## src/rtl/mc_ctrl.sv

```systemverilog
// Multi-cycle main controller for the simpleMIPS core: fetch handshake, decode,
// and per-instruction sequencing of ALU, immediate, register-file, PC and data-memory controls.
module mc_ctrl (
  input  logic        clk,
  input  logic        resetn,
  input  logic [31:0] instr,
  input  logic        zero,
  output logic        imem_req,
  input  logic        imem_ready,
  output logic        dmem_req,
  output logic        dmem_we,
  input  logic        dmem_ready,
  output logic        ir_we,
  output logic        pc_we,
  output logic [1:0]  pc_src,
  output logic [1:0]  ALUOp,
  output logic        BSel,
  output logic        ext_op,
  output logic        rf_we,
  output logic        rf_dst,
  output logic [1:0]  wb_sel,
  output logic        illegal
);

  localparam logic [1:0] ALU_ADDU = 2'b00;
  localparam logic [1:0] ALU_SUBU = 2'b01;
  localparam logic [1:0] ALU_OR   = 2'b10;
  localparam logic [1:0] ALU_ADD  = 2'b11;

  typedef enum logic [2:0] {
    S_IDLE, S_FETCH, S_DECODE, S_EXEC, S_MEM, S_WB, S_ERR
  } state_e;

  typedef enum logic [3:0] {
    C_NONE, C_ADDU, C_SUBU, C_ORI, C_LW, C_SW, C_BEQ, C_LUI, C_J
  } cls_e;

  state_e state_q, state_d;
  cls_e   cls_q, cls_d;
  cls_e   dec_cls;

  logic unused_instr;
  assign unused_instr = ^instr[25:6];

  // C_NONE doubles as the "undecodable" result of the decoder.
  always_comb begin
    dec_cls = C_NONE;
    case (instr[31:26])
      6'b000000: begin
        case (instr[5:0])
          6'b100001: dec_cls = C_ADDU;
          6'b100011: dec_cls = C_SUBU;
          default:   dec_cls = C_NONE;
        endcase
      end
      6'b001101: dec_cls = C_ORI;
      6'b100011: dec_cls = C_LW;
      6'b101011: dec_cls = C_SW;
      6'b000100: dec_cls = C_BEQ;
      6'b001111: dec_cls = C_LUI;
      6'b000010: dec_cls = C_J;
      default:   dec_cls = C_NONE;
    endcase
  end

  always_ff @(posedge clk or negedge resetn) begin
    if (!resetn) begin
      state_q <= S_IDLE;
      cls_q   <= C_NONE;
    end else begin
      state_q <= state_d;
      cls_q   <= cls_d;
    end
  end

  always_comb begin
    state_d  = state_q;
    cls_d    = cls_q;
    imem_req = 1'b0;
    dmem_req = 1'b0;
    dmem_we  = 1'b0;
    ir_we    = 1'b0;
    pc_we    = 1'b0;
    pc_src   = 2'd0;
    ALUOp    = ALU_ADDU;
    BSel     = 1'b0;
    ext_op   = 1'b0;
    rf_we    = 1'b0;
    rf_dst   = 1'b0;
    wb_sel   = 2'd0;
    illegal  = 1'b0;

    // Datapath controls are held for the whole body of the instruction.
    if (state_q == S_EXEC || state_q == S_MEM || state_q == S_WB) begin
      case (cls_q)
        C_SUBU, C_BEQ: ALUOp = ALU_SUBU;
        C_ORI: begin
          ALUOp = ALU_OR;
          BSel  = 1'b1;
        end
        C_LW, C_SW: begin
          ALUOp  = ALU_ADD;
          BSel   = 1'b1;
          ext_op = 1'b1;
        end
        C_LUI:   BSel  = 1'b1;
        default: ALUOp = ALU_ADDU;
      endcase
    end

    case (state_q)
      S_IDLE: state_d = S_FETCH;
      S_FETCH: begin
        imem_req = 1'b1;
        if (imem_ready) begin
          ir_we   = 1'b1;
          pc_we   = 1'b1;
          state_d = S_DECODE;
        end
      end
      S_DECODE: begin
        cls_d = dec_cls;
        case (dec_cls)
          C_J: begin
            pc_we   = 1'b1;
            pc_src  = 2'd2;
            state_d = S_FETCH;
          end
          C_NONE:  state_d = S_ERR;
          default: state_d = S_EXEC;
        endcase
      end
      S_EXEC: begin
        case (cls_q)
          C_BEQ: begin
            pc_src  = 2'd1;
            pc_we   = zero;
            state_d = S_FETCH;
          end
          C_LW, C_SW: state_d = S_MEM;
          default:    state_d = S_WB;
        endcase
      end
      S_MEM: begin
        dmem_req = 1'b1;
        dmem_we  = (cls_q == C_SW);
        if (dmem_ready) state_d = (cls_q == C_LW) ? S_WB : S_FETCH;
      end
      S_WB: begin
        rf_we   = 1'b1;
        rf_dst  = (cls_q == C_ADDU) || (cls_q == C_SUBU);
        wb_sel  = (cls_q == C_LW) ? 2'd1 : ((cls_q == C_LUI) ? 2'd2 : 2'd0);
        state_d = S_FETCH;
      end
      S_ERR:   illegal = 1'b1;
      default: state_d = S_IDLE;
    endcase
  end

endmodule

```

## config.mk

```make
export PLATFORM = sky130hd
export DESIGN_NAME = mc_ctrl
export DESIGN_NICKNAME = d
export VERILOG_FILES = /design/src/rtl/mc_ctrl.sv
export SDC_FILE = /design/constraint.sdc
export NUM_CORES = 1
export LEC_CHECK = 0
export CAP_MARGIN = 20
export CORE_UTILIZATION = 32
export CTS_CLUSTER_DIAMETER = 150
export DETAILED_ROUTE_END_ITERATION = 16
export GPL_TIMING_DRIVEN = 0
export PLACE_DENSITY_LB_ADDON = 0.3
export SLEW_MARGIN = 40
export SYNTH_ARGS = -nofsm -noshare
export SYNTH_HDL_FRONTEND = slang
export SYNTH_SLANG_ARGS = --single-unit
```

## constraint.sdc

```tcl
create_clock -name clk -period 1.8 [get_ports clk]
set_input_delay 0.36 -clock clk [delete_from_list [all_inputs] [get_ports clk]]
set_output_delay 0.36 -clock clk [all_outputs]
set_load 0.02 [all_outputs]
```

======== Yosys cells after proc, flatten, opt, wreduce, memory -nomap -nowiden ========
Cells that the tools add are included.
operators by class
  eq/ne operators ......................... 24
  multiplexer cells ....................... 31
  bitwise gates (word level) .............. 1
  reduce and logical (&&, ||, !) cells .... 11
operators with widths
  kind                                           number
  case mux 4 bit (7 select lines)                1
  == test 6 bit, second input constant           4
  case mux 3 bit (6 select lines)                1
  == test 4 x 3 -> 1 bit, second input constant  4
  two-way mux 1 bit                              15
  == test 6 x 4 -> 1 bit, second input constant  2
  case mux 3 bit (2 select lines)                2
  two-way mux 2 bit                              5
  == test 3 bit, second input constant           3
  two-way mux 3 bit                              3
  == test 4 x 2 -> 1 bit, second input constant  2
  case mux 2 bit (2 select lines)                2
  == test 3 x 2 -> 1 bit, second input constant  2
  == test 6 x 2 -> 1 bit, second input constant  1
  == test 6 x 3 -> 1 bit, second input constant  1
  zero test 6 bit                                1
  case mux 2 bit (3 select lines)                1
  OR reduction 2 bit                             3
  == test 4 x 1 -> 1 bit, second input constant  1
  == test 4 bit, second input constant           1
  zero test 4 bit                                1
  != test 2 bit, second input constant           2
  OR reduction 4 bit                             1
  == test 3 x 1 -> 1 bit, second input constant  1
  other kinds (5)                                7
word-level totals
  register bits after elaboration ......... 7
  input bits .............................. 37
  output and inout bits ................... 16
  word-level logic and storage cells ...... 69

======== Longest topological paths before layout ========
  word-level depth ........................ 6
  gate-level depth with buffers ........... 5
  mapped depth without buffers ............ 4

======== Worst setup path before layout ========
OpenSTA, ideal clock, no wires.
  kind .................................... register -> output
  from .................................... reg cls_q[3]
  to ...................................... out ALUOp[1]
  arrival ................................. 1.749 ns
  data required time ...................... 1.440 ns
  slack ................................... -0.309 ns
  stages on the path, launching flop included .. 6
  path buffers ............................ 1
  cells stage by stage .................... dfrtp_1 nand2b_1 or2_1 clkbuf_1 a21oi_1 a21boi_1
between the ends
  cells in the longest elaborated chain, start to end .. 4
  elaborated cells on any way between the ends .. 9
  classes of those cells .................. 5 x eq/ne; 2 x mux; 2 x reduce/logical
RTL lines
  item                                                                     RTL line  RTL
  from (decl)                                                              39        cls_e cls_q, cls_d;
  from (signal assigned)                                                   72        cls_q <= cls_d;
  == test 4 x 3 -> 1 bit / == test 4 x 2 -> 1 bit (equally long branches)  95        case (cls_q)
  OR reduction 2 bit                                                       95
  case mux 2 bit (3 select lines) (*)                                      95
  two-way mux 2 bit (*)                                                    94        if (state_q == S_EXEC || state_q == S_MEM || state_q == S_WB) begin
  to (decl)                                                                16        output logic [1:0] ALUOp,
Mark *: on every way between the ends. The rest lies on a longest branch, timed or not.

======== Worst setup path in the final report ========
  from .................................... reg state_q[2]
  to ...................................... out ALUOp[1]
between the ends
  cells in the longest elaborated chain, start to end .. 4
  elaborated cells on any way between the ends .. 6
  classes of those cells .................. 3 x eq/ne; 1 x mux; 2 x reduce/logical
RTL lines
  item                                                            RTL line  RTL
  from (decl)                                                     38        state_e state_q, state_d;
  from (signal assigned)                                          71        state_q <= state_d;
  == test 3 x 2 -> 1 bit / == test 3 bit (equally long branches)  94
  logical OR 1 bit                                                94
  logical OR 1 bit (*)                                            94
  two-way mux 2 bit (*)                                           94
Marks and branches as above.

==> results.txt <==
----------------------------------------------------
[Timing]
  Tmin final ... 1.92 ns
  Final Max Tran Viols ... 0
  Post-layout worst setup margin ... -0.116 ns
  Final sum of negative setup slack ... -0.269 ns
  Setup-failing EPs final ... 4
  Period utilization ... 106%
  Worst Tran Pin Value ... 0.297 ns
  Max transition margin ... 79.9%
  Highest Clock Rate ... 522 MHz
  RSZ-0062 raised after global routing ... yes
  Clock Skew ... 0.000160 ns
  Final number of hold-violating endpoints ... 0
  Minimum hold slack ... 0.357 ns

[GRT]
  First-pass GRT wire length ... 2.93 mm
  Global-route congestion overflow total ... 0
  All-layer global routing usage ... 18.9%
  Largest net degree at the start of global routing ... 10
  Number of antenna violations at the first check in global routing ... 0
  Vias in the first global route ... 680

[Clocking]
  # hold bufs at CTS ... 0
  CTS tree ... built
  CTS Root Cell ... sky130_fd_sc_hd__clkbuf_4
  Insertion delay to the later sink of the worst-skew pair ... 0.25 ns
  Total CTS buffers ... 3
  # H-tree levels ... 1
  Clock Pin Slew Worst Setup and Hold Paths ... 0.05 ns
  TritonCTS sink count ... 7
  Maximum clock path buffer count ... 2

[Power and ir drop]
  Power share of the combinational group ... 62.8%
  Sequential group share of total power ... 26.2%
  Clock share of power ... 11.0%
  VDD IR max ... 0.460 mV
  Cell internal pwr ... 712 µW
  Net Switching ... 572 µW
  Cell leakage power ... 0.000513 µW
  Sw frac ... 44.5%
  Power density relative to cell area ... 1110 nW/µm²

[Placed design]
  Post-DP HPWL ... 1.40 mm
  Worst slack at placement ... -0.774 ns
  Placer congestion estimate ... 0.790
  Number of port buffers ... 32

[Synth]
  Library cell occupying the most area in the post-synthesis netlist ... sky130_fd_sc_hd__dfrtp_1
  Most common cell in the synthesized netlist ... sky130_fd_sc_hd__nor2_1
  Post-synthesis net count ... 122
  Avg Synthesized Cell Area ... 7.90 µm²
  Syn Std Cell Area ... 672 µm²
  Cell count after synthesis ... 85
  Post-synth cell types ... 38
  Sequential-to-total area share from yosys stat ... 26.1%
  Flops & latches, synth ... 7
  Post-synth EDFFs ... 0
  Most numerous cell types in the synthesized netlist ... sky130_fd_sc_hd__nor2_1, sky130_fd_sc_hd__dfrtp_1, sky130_fd_sc_hd__nand2_1, sky130_fd_sc_hd__a21oi_1, sky130_fd_sc_hd__nand2b_1
  Largest cells by area after synthesis ... sky130_fd_sc_hd__dfrtp_1, sky130_fd_sc_hd__nor2_1, sky130_fd_sc_hd__nand2b_1
  Yosys synthesis warning count ... 0
  Ys async rst share ... 100%
  Leading register cell type out of synthesis ... sky130_fd_sc_hd__dfrtp_1
  Portion of synthesized cell area occupied by the leading cell type ... 26.1%

[Route]
  Post-route antenna net violation count ... 0
  Routed len/inst ... 12.1 µm
  WL final ... 1.85 mm
  Vias per inst ... 5.12
  Remaining design rule violation count ... 0
  Vias after detailed routing ... 783
  Iteration-0 DRC Markers ... 19
  Iteration count of the initial detailed-routing pass ... 4

[Hold path]
  Type of the tightest min-delay check ... input port to asynchronous set/reset pin

[Floorplan]
  Vert. Die Dim ... 47.8 µm
  Die width ... 47.8 µm
  Area of the die ... 2290 µm²
  Area of the core ... 1960 µm²
  Standard-cell rows ... 16
  I/O Pins ... 53
  Initial core utilization ... 34.2%

[Layout]
  Post-layout util ... 58.9%
  Antenna cell count ... 0
  Share of final-layout standard cells stronger than drive strength 1 ... 37.3%
  Area Growth Syn to Fin ... 71.9%
  Final net count ... 164

[Setup path]
  Required time at the worst-slack endpoint ... 1.44 ns
  Critical path endpoint category ... output port
  Maximum net fanout on the critical path ... 7
  Critical path launch point type ... flip-flop
  Kind of critical path ... flip-flop to output port
  Arrival time worst endpoint ... 1.56 ns

[Run]
  Number of maximum-capacitance constraint violations ... 0

[Status]
  Violated checks ... negative setup slack
  Run status ... finished with violations

----------------------------------------------------
[flip-flops by register name (all words and copies together), names as in the netlist]
register  count
state_q       3
cls_q         4
[worst paths after layout]
| kind | startpoint | endpoint | slack, ns | cells past startpoint |
|---|---|---|---|---|
| min reg2reg | cls_q[2] | cls_q[2] | 0.58 | 2 |
| min | resetn | state_q[2] | 0.36 | 1 |
| min in group clk | cls_q[2] | cls_q[2] | 0.58 | 2 |
| max reg2reg | cls_q[3] | state_q[2] | 0.23 | 5 |
| max in group asynchronous | resetn | cls_q[2] | 1.20 | 1 |
| max | state_q[2] | ALUOp[1] | -0.12 | 6 |
[metal layers]
layer | wire length [µm] | global-route usage (%)
met1 | 711 | 21.0
met2 | 993 | 33.2
met3 | 127 | 2.64
met4 | 14 | 12.8
met5 | 0 | 0
[final cells by class]
type                    instances  area, µm²
inverters                       4       15.0
flip-flops and latches          7        180
repair buffers                 39        333
plain buffers                   1       11.3
well taps                      27       33.8
fillers                       194        807
clock buffers                   4       26.3
multi-input cells              71        556
[critical path, stage by stage, from the launching register on]
cell,delay (ns)
sky130_fd_sc_hd__dfrtp_1,0.38
sky130_fd_sc_hd__buf_6,0.14
sky130_fd_sc_hd__nand3b_1,0.18
sky130_fd_sc_hd__a21boi_4,0.17
sky130_fd_sc_hd__a21oi_4,0.12
sky130_fd_sc_hd__a21boi_4,0.18
sky130_fd_sc_hd__buf_6,0.13
[layout by cell type, fill, tap and decap left out, drive strengths merged, types with 5 or more instances in the layout]
| cell | n |
|---|---|
| clkbuf | 6 |
| nand2 | 7 |
| buf | 19 |
| a21oi | 6 |
| nand2b | 5 |
| clkdlybuf4s50 | 10 |
| nor2 | 11 |
| dlygate4sd2 | 8 |
| dfrtp | 7 |
[cells by family after synthesis]
family                 count (synthesis)  share of synthesized area, %
AND/OR/NAND/NOR                       45                          38.4
XOR/XNOR                               1                          1.30
buffers and inverters                  7                          4.28
flip-flops                             7                          26.1
multiplexers                           1                          1.68
AO/OA/AOI/OAI                         24                          28.3
[timing repair]
item                       CTS  global route
setup endpoints to repair   16            13
pin swaps                    5             3
setup buffers                5             2
resized for setup           83            10
[per-stage QoR]
stage          area, µm²  cells  power [µW]
2_1_floorplan        709     85         799
3_3_place_gp        1060    144        1050
3_5_place_dp        1060    144        1060
4_1_cts             1120    151        1260
5_1_grt             1150    153        1390
6_report            1150    153        1280
[power groups by stage]
stage | Sequential, µW | Combinational [µW] | Clock, µW
5_1_grt | 354 | 878 | 159
3_3_place_gp | 298 | 754 | 0
2_1_floorplan | 282 | 517 | 0
3_5_place_dp | 299 | 762 | 0
4_1_cts | 337 | 780 | 143
6_report | 337 | 806 | 141
No activity file was read; power rests on OpenSTA's default activity.
